==> src/rtl/prog_loader.sv <==
// Instruction-memory loader: parses a SYNC/count/words/checksum byte frame,
// writes the words to IMEM from address 0, and releases the CPU only on a valid image.
//
// state    | meaning
// ---------+----------------------------------------------
// S_IDLE   | hunting for SYNC, other bytes dropped
// S_CNT_HI | expecting word count [15:8]
// S_CNT_LO | expecting word count [7:0], range check
// S_DATA   | assembling big-endian words, writing IMEM
// S_CHECK  | expecting XOR checksum of data bytes
// S_DONE   | image valid, CPU released (sticky)
// S_ERR    | load failed (sticky)
module prog_loader #(
  parameter int          ADDR_W = 10,
  parameter logic [7:0]  SYNC   = 8'hA5
) (
  input  logic              clk,
  input  logic              reset,
  input  logic [7:0]        in_data,
  input  logic              in_valid,
  output logic              in_ready,
  output logic              imem_we,
  output logic [ADDR_W-1:0] imem_addr,
  output logic [31:0]       imem_wdata,
  output logic              busy,
  output logic              cpu_run,
  output logic              err
);

  typedef enum logic [2:0] {
    S_IDLE, S_CNT_HI, S_CNT_LO, S_DATA, S_CHECK, S_DONE, S_ERR
  } state_t;

  localparam logic [16:0] MAX_WORDS = 17'd1 << ADDR_W;

  state_t            state_q, state_d;
  logic [15:0]       count_q;
  logic [ADDR_W:0]   word_idx_q;
  logic [1:0]        byte_idx_q;
  logic [7:0]        csum_q;
  logic [23:0]       shift_q;
  logic              we_q;
  logic [ADDR_W-1:0] addr_q;
  logic [31:0]       wdata_q;

  logic        accept;
  logic [15:0] cnt_full;
  logic [16:0] word_next;
  logic        last_word;

  assign accept    = in_valid & in_ready;
  assign cnt_full  = {count_q[15:8], in_data};
  assign word_next = 17'(word_idx_q) + 17'd1;
  assign last_word = (byte_idx_q == 2'd3) && (word_next == {1'b0, count_q});

  always_ff @(posedge clk or posedge reset) begin
    if (reset) state_q <= S_IDLE;
    else       state_q <= state_d;
  end

  always_comb begin
    state_d = state_q;
    case (state_q)
      S_IDLE:   if (accept && in_data == SYNC) state_d = S_CNT_HI;
      S_CNT_HI: if (accept) state_d = S_CNT_LO;
      S_CNT_LO: begin
        if (accept) begin
          if ({1'b0, cnt_full} > MAX_WORDS) state_d = S_ERR;
          else if (cnt_full == 16'd0)       state_d = S_CHECK;
          else                              state_d = S_DATA;
        end
      end
      S_DATA:   if (accept && last_word) state_d = S_CHECK;
      S_CHECK:  if (accept) state_d = (in_data == csum_q) ? S_DONE : S_ERR;
      default:  state_d = state_q;
    endcase
  end

  always_comb begin
    in_ready = 1'b0;
    busy     = 1'b0;
    cpu_run  = 1'b0;
    err      = 1'b0;
    case (state_q)
      S_IDLE:                     in_ready = 1'b1;
      S_CNT_HI, S_CNT_LO,
      S_DATA, S_CHECK: begin
        in_ready = 1'b1;
        busy     = 1'b1;
      end
      S_DONE:                     cpu_run  = 1'b1;
      S_ERR:                      err      = 1'b1;
      default:                    in_ready = 1'b0;
    endcase
  end

  // Datapath: count capture, word assembly and the one-cycle-late write pulse.
  always_ff @(posedge clk or posedge reset) begin
    if (reset) begin
      count_q    <= '0;
      word_idx_q <= '0;
      byte_idx_q <= '0;
      csum_q     <= '0;
      shift_q    <= '0;
      we_q       <= 1'b0;
      addr_q     <= '0;
      wdata_q    <= '0;
    end else begin
      we_q <= 1'b0;
      if (accept) begin
        case (state_q)
          S_CNT_HI: count_q[15:8] <= in_data;
          S_CNT_LO: begin
            count_q[7:0] <= in_data;
            word_idx_q   <= '0;
            byte_idx_q   <= '0;
            csum_q       <= '0;
          end
          S_DATA: begin
            csum_q     <= csum_q ^ in_data;
            shift_q    <= {shift_q[15:0], in_data};
            byte_idx_q <= byte_idx_q + 2'd1;
            if (byte_idx_q == 2'd3) begin
              we_q       <= 1'b1;
              wdata_q    <= {shift_q, in_data};
              addr_q     <= word_idx_q[ADDR_W-1:0];
              word_idx_q <= word_idx_q + 1'b1;
            end
          end
          default: ;
        endcase
      end
    end
  end

  assign imem_we    = we_q;
  assign imem_addr  = addr_q;
  assign imem_wdata = wdata_q;

endmodule
==> config.mk <==
export PLATFORM = sky130hd
export DESIGN_NAME = prog_loader
export DESIGN_NICKNAME = d
export VERILOG_FILES = /design/src/rtl/prog_loader.sv
export SDC_FILE = /design/constraint.sdc
export NUM_CORES = 1
export LEC_CHECK = 0
export ABC_CLOCK_PERIOD_IN_PS = 3100
export CORE_MARGIN = 2
export CORE_UTILIZATION = 40
export DETAILED_ROUTE_END_ITERATION = 12
export PLACE_DENSITY = 0.74
export SLEW_MARGIN = 20
export SYNTH_ARGS = -nofsm -noshare
export SYNTH_HDL_FRONTEND = slang
export SYNTH_SLANG_ARGS = --single-unit
==> constraint.sdc <==
create_clock -name clk -period 3.1 [get_ports clk]
set_clock_uncertainty 0.2 [all_clocks]
set_input_delay 0.31 -clock clk [delete_from_list [all_inputs] [get_ports clk]]
set_output_delay 0.31 -clock clk [all_outputs]
set_load 0.05 [all_outputs]
# Word-level counts from Yosys, hierarchy flattened

Index checks and enable logic that the tools add are counted.

Register bits: 107
Bits in latches: 0
Memory bits (writable): 0
Memory bits (read-only): 0
Input bits: 11
Output and inout port bits: 47
Word-level logic and storage cells: 68
Memories kept: 0

Add/subtract/negate cells: 3
Multiply operators: 0
Divide/modulo/power cells: 0
Order comparisons: 1
Equality and inequality tests: 16
Shifts and indexed selects: 0
Mux-type cells: 20
Bitwise logic cells: 2
Reduce and logical (&&, ||, !) cells: 16

Operators by type and width:

| operator                                                                | number |
|---|---|
| 11-bit case mux with 2 select lines                                     | 1 |
| 3-bit two-way mux                                                       | 7 |
| 12-bit by 16-bit equality test with 1-bit output                        | 1 |
| 16-bit by 11-bit > comparator with 1-bit output (second input constant) | 1 |
| 16-bit logical NOT                                                      | 1 |
| 8-bit case mux with 2 select lines                                      | 1 |
| 3-bit case mux with 5 select lines                                      | 1 |
| 11-bit by 1-bit adder with 12-bit output (second input constant)        | 1 |
| 2-bit inequality test (second input constant)                           | 6 |
| 11-bit by 1-bit adder with 11-bit output (second input constant)        | 1 |
| 11-bit two-way mux                                                      | 1 |
| 3-bit equality test (second input constant)                             | 3 |
| 8-bit equality test                                                     | 1 |
| 8-bit equality test (second input constant)                             | 1 |
| 2-bit AND reduction                                                     | 4 |
| 8-bit bitwise XOR                                                       | 1 |
| 1-bit two-way mux                                                       | 7 |
| 3-bit by 2-bit equality test with 1-bit output (second input constant)  | 2 |
| 3-bit AND reduction                                                     | 2 |
| 6-bit AND reduction                                                     | 1 |
| 5-bit nonzero test                                                      | 1 |
| 5-bit OR reduction                                                      | 1 |
| 2-bit case mux with 2 select lines                                      | 1 |
| 4-bit OR reduction                                                      | 1 |
| 8 further kinds                                                         | 10 |

# Longest topological paths before layout

Gate-level depths: netlist of run 1.

Depth after elaboration: 7
Mapped depth: 10
Mapped depth without buffers: 7

# Worst setup path after synthesis of run 1

Ideal clock, no wire load.

Kind: register -> output
Start: register state_q[0]
End: output busy
Data arrival time: 1.777 ns
Required time: 2.590 ns
Path slack: 0.813 ns
Cell stages (with the launch flop): 6
Path buffers: 3
Cell sequence: dfrtp_1 clkbuf_1 clkbuf_1 clkbuf_1 nor3_1 nor2_1

Longest elaborated chain between the ends: 3
Elaborated cells between the ends (all ways): 6
Classes of those cells: 4 x eq/ne; 1 x mux; 1 x reduce/logical

RTL lines:

| element                                                                | RTL line | RTL |
|---|---|---|
| from (decl)                                                            | 36       | `state_t state_q, state_d;` |
| from (signal assigned)                                                 | 58       | `else state_q <= state_d;` |
| 3-bit by 1-bit equality test with 1-bit output (tied with other cells) | 84       | `case (state_q)` |
| 4-bit OR reduction *                                                   | --       |  |
| 1-bit two-way mux *                                                    | 84       |  |
| to (decl)                                                              | 25       | `output logic busy,` |

Every way passes the cells marked *; elsewhere a longest branch is shown, timed or not.

# Worst setup path in the final report of run 1

Start: register word_idx_q[0]
End: register state_q[0]

Longest elaborated chain between the ends: 6

RTL lines:

| element                                          | RTL line | RTL |
|---|---|---|
| from (decl)                                      | 38       | `logic [ADDR_W:0] word_idx_q;` |
| from (signal assigned)                           | 127      | `word_idx_q <= word_idx_q + 1'b1;` |
| 11-bit by 1-bit adder with 12-bit output         | 53       | `assign word_next = 17'(word_idx_q) + 17'd1;` |
| 12-bit by 16-bit equality test with 1-bit output | 54       | `assign last_word = (byte_idx_q == 2'd3) && (word_next == {1'b0, count_q});` |
| 1-bit logical AND                                | 54       |  |
| 1-bit logical AND                                | 73       | `S_DATA: if (accept && last_word) state_d = S_CHECK;` |
| 2-bit inequality test (no line)                  | --       |  |
| 6-bit AND reduction (no line)                    | --       |  |

Every way passes these cells.
A chain may end at the register's enable or synchronous reset.

==> results.md, run 1 <==
* Outcome: finished, final reports clean
* Sequential-to-total area share from yosys stat at 55.2%
* Final hold viol count at 0
* Final ANT Viol Nets at 0
* Total DRC errors in the routed layout at 0
* Path category of the worst min-delay check: input pin to async pin
* Nets@finish at approximately 600
* Die ar. at between 0.01 and 0.015 mm²
* Flop-to-flop setup slack at 520 ps
* Total routing usage reported by global routing at between 15 and 20%
* Final worst path period need at approximately 2600 ps
* Total number of yosys warnings at 0
* Cell count after synthesis at between 500 and 600
* Clock Tree Root: clkbuf_16
* Unrepaired setup endpoints after global routing: false
* Portion of synthesized cell area occupied by the leading cell type at between 50% and 60%
* DIE HEIGHT at between 100 and 150 µm
* Sum of routed wire length over all layers at between 10 and 15 mm
* Starting DRT DRC Count at around 310
* CTS HTree Levels at 3
* Kind of launch point of the worst setup path: register
* Number of resized instances in the post-cts repair step at 0
* Number of clock buffers inserted by TritonCTS at 9
* Fmax at 388 MHz
* Cell Chain, Critical Path: ha_1 > and3_1 > and3_1 > a2111oi_2 > o2111ai_1 > o21ai_1 > o211ai_1
* Pwr/cell area at 943 mW/mm²
* Setup crit end kind: register
* Via density per instance at 5.20
* Worst slew slack as a fraction of its limit at a little over half
* TritonCTS clock tree: built
* Hpwl dp at between 7 and 8 mm
* Vias in the first global route at ~3700
* Final-layout setup total negative slack at 0 ps
* Number of enable flip-flop cells after synthesis at 0
* Wire per inst at roughly 15 µm
* Leakage at 2.88 nW
* Slew at the pin closest to its max-slew limit at a little over 700 ps
* Post-Syn Nets at between 500 and 600
* CP bufs+invs at 0
* Share of flip-flops with an asynchronous set or reset at 100%
* Total power draw at about 5.6 mW
* Synth Register Bits at roughly 110
* Number of standard-cell rows in the floorplan at 40
* Worst vdd ir at around 0.48 mV
* Aggregate global routing overflow at 0
* Maximum number of pins on one net before global-route repair at 95
* Number of hold buffers added after cts at 0
* Yosys top cell by area: dfrtp_1
* Number of endpoints failing setup at the final stage at 0
* CTS clk-pin slew, worst paths at roughly 70 ps
* Input/output buffers at 57
* Top Ports at 58
* Core footprint at 0.0119 mm²
* Post-Layout Cell Count at 742
* Top cells by area, synth: dfrtp_1 55%, nand2_1 17%, mux2_2 3.9%, o21ai_0 3.4%, clkbuf_1 1.6%
* Unique cell type count in the Yosys netlist at 50
* Worst-path cell with the longest stage delay: dfrtp_1
* Kind of critical path: register to register
* Later-pin clock latency in the skew report at ~350 ps
* Part of the cycle the worst path needs at approximately 83%
* Final RePlAce weighted congestion at between 0.8 and 0.9
* Required @ worst endpoint at 3100 ps
* Most frequently used flop master after synthesis: dfrtp_1
* Mapped cell area at slightly below 0.005 mm²
* Arrival time reported for the critical path endpoint at 2580 ps
* Drt first pass iters at 5
* Slowest cell delay on critical path at approximately 470 ps
* Share of final-layout standard cells stronger than drive strength 1 at around a tenth
* Max cap viols at 0
* Chip Width at about 110 µm
* Global-route wire length before repair at 18.2 mm
* Number of diodes added for antenna fixing at 0
* Clock buffer depth at 2
* Most common cell on crit path: and3_1
* Average cell area after synthesis at ~9 µm²
* Clock Sink Count at around 110
* Setup Fix Bufs, Post-CTS at 0
* Initial core utilization at between 40% and 50%
* Final cell utilization of the core at approximately 50%
* Number of pins with negative max-slew slack in the final report at 0
* Number of placed cells counting well taps at approximately 730
* Largest fanout of any net on the critical path at 7
* P&R area growth vs syn at 22.8%
* Initial antenna violation count at 0
* Gate family responsible for the most delay along the worst path: compound AO/OA/AOI/OAI gates
* Total via count after detailed routing at between 3000 and 4000
[worst reg2reg max path: stages (launching register included)]
cell	delay, ps
dfrtp_1	470
ha_1	300
and3_1	230
and3_1	250
a2111oi_2	350
o2111ai_1	170
o21ai_1	300
o211ai_1	160
[cells in the mapped netlist, drive strengths merged (3+ instances only)]
cell type	count
nand2	216
dfrtp	107
o21ai	34
clkbuf	22
mux2	17
nor2	14
inv	10
nand2b	10
a21oi	9
xor2	8
and3	7
nor2b	7
xnor2	7
buf	6
nor3	6
nand3	5
o31ai	4
or4	4
nor4bb	3
o2111ai	3
o22ai	3
[registers in the layout (all words and copies together) (netlist names)]
signal      flops
imem_wdata     32
count_q        16
imem_addr      10
shift_q        24
imem_we         1
state_q         3
csum_q          8
byte_idx_q      2
word_idx_q     11
[metal layers]
layer / vias up / track usage, % / share of wire, %
met1: 1852 / 25.3 / 47
met5: - / 0 / 0
met2: 122 / 27.6 / 46
met3: 15 / 2.33 / 4.6
li1: 1872 / - / -
met4: 0 / 6.75 / 1.7
[layout by cell type (no fill, tap or decap), types with 7 or more instances in the layout]
cell,netlist,layout
nor2b_1,7,7
clkdlybuf4s50_1,0,57
a21oi_1,8,8
nand2_1,216,216
and3_1,7,7
xor2_1,8,8
o21ai_0,33,33
dfrtp_1,107,107
mux2_2,17,17
nor2_1,14,14
clkbuf_16,0,9
nand2b_1,10,10
inv_1,10,9
xnor2_1,7,7
buf_4,0,16
[final timing paths]
check | from | end | cells past startpoint
worst max-delay path | word_idx_q[0] | state_q[0] | 7
min in group clk | imem_wdata[31] | imem_wdata[31] | 2
worst min-delay path | reset | imem_addr[7] | 2
worst max register to register | word_idx_q[0] | state_q[0] | 7
max in group asynchronous | reset | count_q[3] | 3
worst min register to register | imem_wdata[31] | imem_wdata[31] | 2
[through the flow]
step / hold slack (ps) / cell area (µm²) / worst slack, ps
after global routing: 109 / 5950 / 362
after CTS: 99.7 / 5950 / 559
after detailed placement: 260 / 5660 / 343
after floorplan: 215 / 4850 / 813
after global placement: 252 / 5660 / 434
final: 90.1 / 5950 / 524
[power breakdown]
group | switching (mW) | internal [mW] | total [mW] | leakage, nW
registers | 0.378 | 1.86 | 2.24 | 1.40
clock network | 0.542 | 0.584 | 1.13 | 0.140
logic | 1.38 | 0.865 | 2.25 | 1.35
total | 2.30 | 3.31 | 5.62 | 2.88
[area by class of cell]
cell class	count	area (µm²)
clock buffers	10	239
clock inverters	6	60.1
inverters	10	41.3
fillers	1121	5960
multi-input cells	387	2020
flip-flops and latches	107	2680
well taps	147	184
repair buffers	75	731
[cell families (layout without fill, tap and decap cells)]
family          count (synthesis)  in the layout  synth area share (%)
simple gates                  286            286                  25.6
flops                         107            107                  55.2
buf+inv                        38            101                  3.10
fa+ha+maj                       2              2                 0.516
xor+xnor                       16             16                  3.17
compound gates                 66             66                  8.49
mux                            17             17                  3.95
(Power assumes the default switching activity.)
==> run 2: changes to the inputs <==
ABC_CLOCK_PERIOD_IN_PS = 2300   (was 3100)
clock period = 2.3 ns   (was 3.1 ns; I/O delays follow)
==> run 2 against run 1 <==
Against the previous run: the run now ends with setup timing left; setup slack lost 580 ps; combinational power is 48% higher; register-to-register slack got worse by 580 ps; total power grew 40%; die area unchanged; worst hold slack improved by 180 ps; sequential share of layout area down 1.5 points; global-route usage grew 0.99 points; first-iteration DRC count decreased by 11%; clock power up 38%; critical path type unchanged.
==> results.md, run 2 (same netlist as run 1, synthesis figures left out) <==
* Number of flip-flops in the largest register at 32 (unchanged)
* Register share of total power at 37.7% (was 39.9%)
* Final cell area excluding filler cells at 0.00616 mm² (was 0.00595 mm²)
* Instance count along the most critical hold path at 2
* Final hold viol count at 0 (unchanged)
* Global-route wire length before repair at 19.4 mm (was 18.2 mm)
* Chip Width at 114 µm (unchanged)
* Setup crit end kind: register (unchanged)
* Final worst path period need at 2350 ps (was 2580 ps)
* Initial antenna violation count at 0 (unchanged)
* Kind of critical path: register to register (unchanged)
* Kind of launch point of the worst setup path: register (unchanged)
* End point of the worst hold path: imem_addr[3]
* Die ar. at 0.0130 mm² (unchanged)
* CTS HTree Levels at 3 (unchanged)
* Clock Sink Count at 107 (unchanged)
* Leakage at 3.00 nW (was 2.88 nW)
* Total via count after detailed routing at 3956 (was 3861)
* Unrepaired setup endpoints after global routing: true (was false)
* Final RePlAce weighted congestion at 0.819 (was 0.832)
* Initial core utilization at 40.7% (unchanged)
* Later-pin clock latency in the skew report at 350 ps (about the same)
* Hold_sp: imem_addr[3]
* Beginning of the worst register-to-register path: count_q[14] (was word_idx_q[0])
* Clock Tree Root: clkbuf_16 (unchanged)
* Max cap viols at 0 (unchanged)
* Wire per inst at 15.3 µm (was 14.8 µm)
* Total DRC errors in the routed layout at 0 (unchanged)
* Final-layout setup total negative slack at -54.1 ps (was 0 ps)
* Via density per instance at 5.21 (was 5.20)
* Worst slew slack as a fraction of its limit at 66.1% (was 52.6%)
* Total routing usage reported by global routing at 18.6% (was 17.7%)
* Design internal power at 4.61 mW (was 3.31 mW)
* Input/output buffers at 57 (unchanged)
* Sum of routed wire length over all layers at 11.6 mm (was 11.0 mm)
* Combinational fraction of design power at 42.4% (was 40.0%)
* Path category of the worst min-delay check: register to register (was input pin to async pin)
* Slew at the pin closest to its max-slew limit at 508 ps (was 708 ps)
* Part of the cycle the worst path needs at 102% (was 83.1%)
* Most common cell after layout, fill and taps aside: nand2_1 (unchanged)
* Final ANT Viol Nets at 0 (unchanged)
* # fillers at 1105 (was 1121)
* Worst vdd ir at 0.689 mV (was 0.480 mV)
* TritonCTS clock tree: built (unchanged)
* Core footprint at 0.0119 mm² (unchanged)
* Leading cell types in the layout, fill and taps excluded: 216 x nand2_1, 107 x dfrtp_1, 53 x clkdlybuf4s50_1 (was 216 x nand2_1, 107 x dfrtp_1, 57 x clkdlybuf4s50_1)
* Number of placed cells counting well taps at 741 (was 726)
* Flop-to-flop setup slack at -50 ps (was 520 ps)
* CTS clk-pin slew, worst paths at 70 ps (about the same)
* Hpwl dp at 7.82 mm (was 7.51 mm)
* Total area of multi-input combinational cells at 0.00206 mm² (was 0.00202 mm²)
* Clock buffer depth at 2 (unchanged)
* Arrival time reported for the critical path endpoint at 2370 ps (was 2580 ps)
* Outcome: finished, violations left (was finished, final reports clean)
* Drt first pass iters at 6 (was 5)
* Vias in the first global route at 3976 (was 3652)
* WHS at 274 ps (was 90.1 ps)
* Failing checks: setup timing
* DIE HEIGHT at 114 µm (unchanged)
* Starting DRT DRC Count at 271 (was 305)
* Number of diodes added for antenna fixing at 0 (unchanged)
* Top Ports at 58 (unchanged)
* Critical register-to-register path endpoint: state_q[0] (unchanged)
* Sw Ratio at 41.2% (was 41.0%)
* Aggregate global routing overflow at 0 (unchanged)
* Fmax at 425 MHz (was 388 MHz)
* Number of standard-cell rows in the floorplan at 40 (unchanged)
* Maximum number of pins on one net before global-route repair at 65 (was 95)
* Worst-case setup slack after placement at -341 ps (was 343 ps)
* Setup ws final at -54.1 ps (was 524 ps)
* Relative contribution of the clock network to total power at 19.9% (was 20.0%)
* Number of pins with negative max-slew slack in the final report at 0 (unchanged)
* Pwr/cell area at 1270 mW/mm² (was 943 mW/mm²)
* Required @ worst endpoint at 2310 ps (was 3100 ps)
* Number of clock buffers inserted by TritonCTS at 9 (unchanged)
* P&R area growth vs syn at 27.0% (was 22.8%)
* Nets@finish at 621 (was 603)
* Post-Layout Cell Count at 760 (was 742)
* Number of endpoints failing setup at the final stage at 1 (was 0)
* Switching power at 3.24 mW (was 2.30 mW)
* Placed Area at 0.00580 mm² (was 0.00566 mm²)
* Sequential cell area at 0.00268 mm² (unchanged)
* Path depth of the worst reg2reg path at 6 (was 7)
* Share of final-layout standard cells stronger than drive strength 1 at 13.7% (was 9.75%)
* Largest fanout of any net on the critical path at 3 (was 7)
==> run 2: power groups by stage <==
stage / clock, mW / sequential (mW) / combinational [mW]
2_1_floorplan: 0 / 3.53 / 1.57
3_3_place_gp: 0 / 2.95 / 3.15
3_5_place_dp: 0 / 2.99 / 3.24
4_1_cts: 1.59 / 2.96 / 3.31
5_1_grt: 1.66 / 3.05 / 3.60
6_report: 1.56 / 2.96 / 3.33
==> run 2: per-layer routing <==
layer	share of wire (%)	up-vias	wire length, µm	GRT usage, %
met2	47	126	5480	29.3
li1	-	1893	-	-
met5	0	-	0	0
met4	1.6	0	186	6.59
met1	47	1924	5410	26.6
met3	4.6	13	538	2.59
==> run 2: what timing repair did <==
item | in CTS | in global routing
endpoints found under the setup margin | 3 | 4
pin swaps | 1 | 2
buffers inserted | 1 | 1
resized for setup | 4 | 2
endpoints found under the hold margin | 8 | 0
hold buffers | 1 | 0
==> run 2: worst max-delay path, stage by stage (launching register included) <==
cell and delay [ps]:
dfrtp_1 380, or4_4 530, or3_4 390, a2111oi_4 210, o2111ai_2 170, o21ai_2 210, o211ai_1 130
==> run 2: metrics by stage <==
stage	power [mW]	util (%)
final	7.85	51.7
after global routing	8.31	51.7
after CTS	7.86	51.6
after detailed placement	6.23	48.7
after global placement	6.10	48.7
after floorplan	5.09	-
==> run 2: area by class of cell <==
type	instances	area share [%]
Sequential cell	107	43.5
Multi-Input combinational cell	387	33.4
Timing Repair Buffer	93	14.5
Clock buffer	9	3.66
Tap cell	147	2.99
Clock inverter	7	1.26
Inverter	10	0.670
==> run 2: worst max-delay path by stage <==
| stage | startpoint | end | slack (ps) | depth (start not counted) |
|---|---|---|---|---|
| 2_1_floorplan | state_q[0] | busy | 90 | 5 |
| 3_3_place_gp | in_data[1] | state_q[2] | -290 | 7 |
| 3_5_place_dp | in_data[1] | state_q[2] | -340 | 7 |
| 4_1_cts | count_q[14] | state_q[0] | -60 | 6 |
| 5_1_grt | count_q[14] | state_q[0] | -180 | 6 |
| 6_report | count_q[14] | state_q[0] | -50 | 6 |
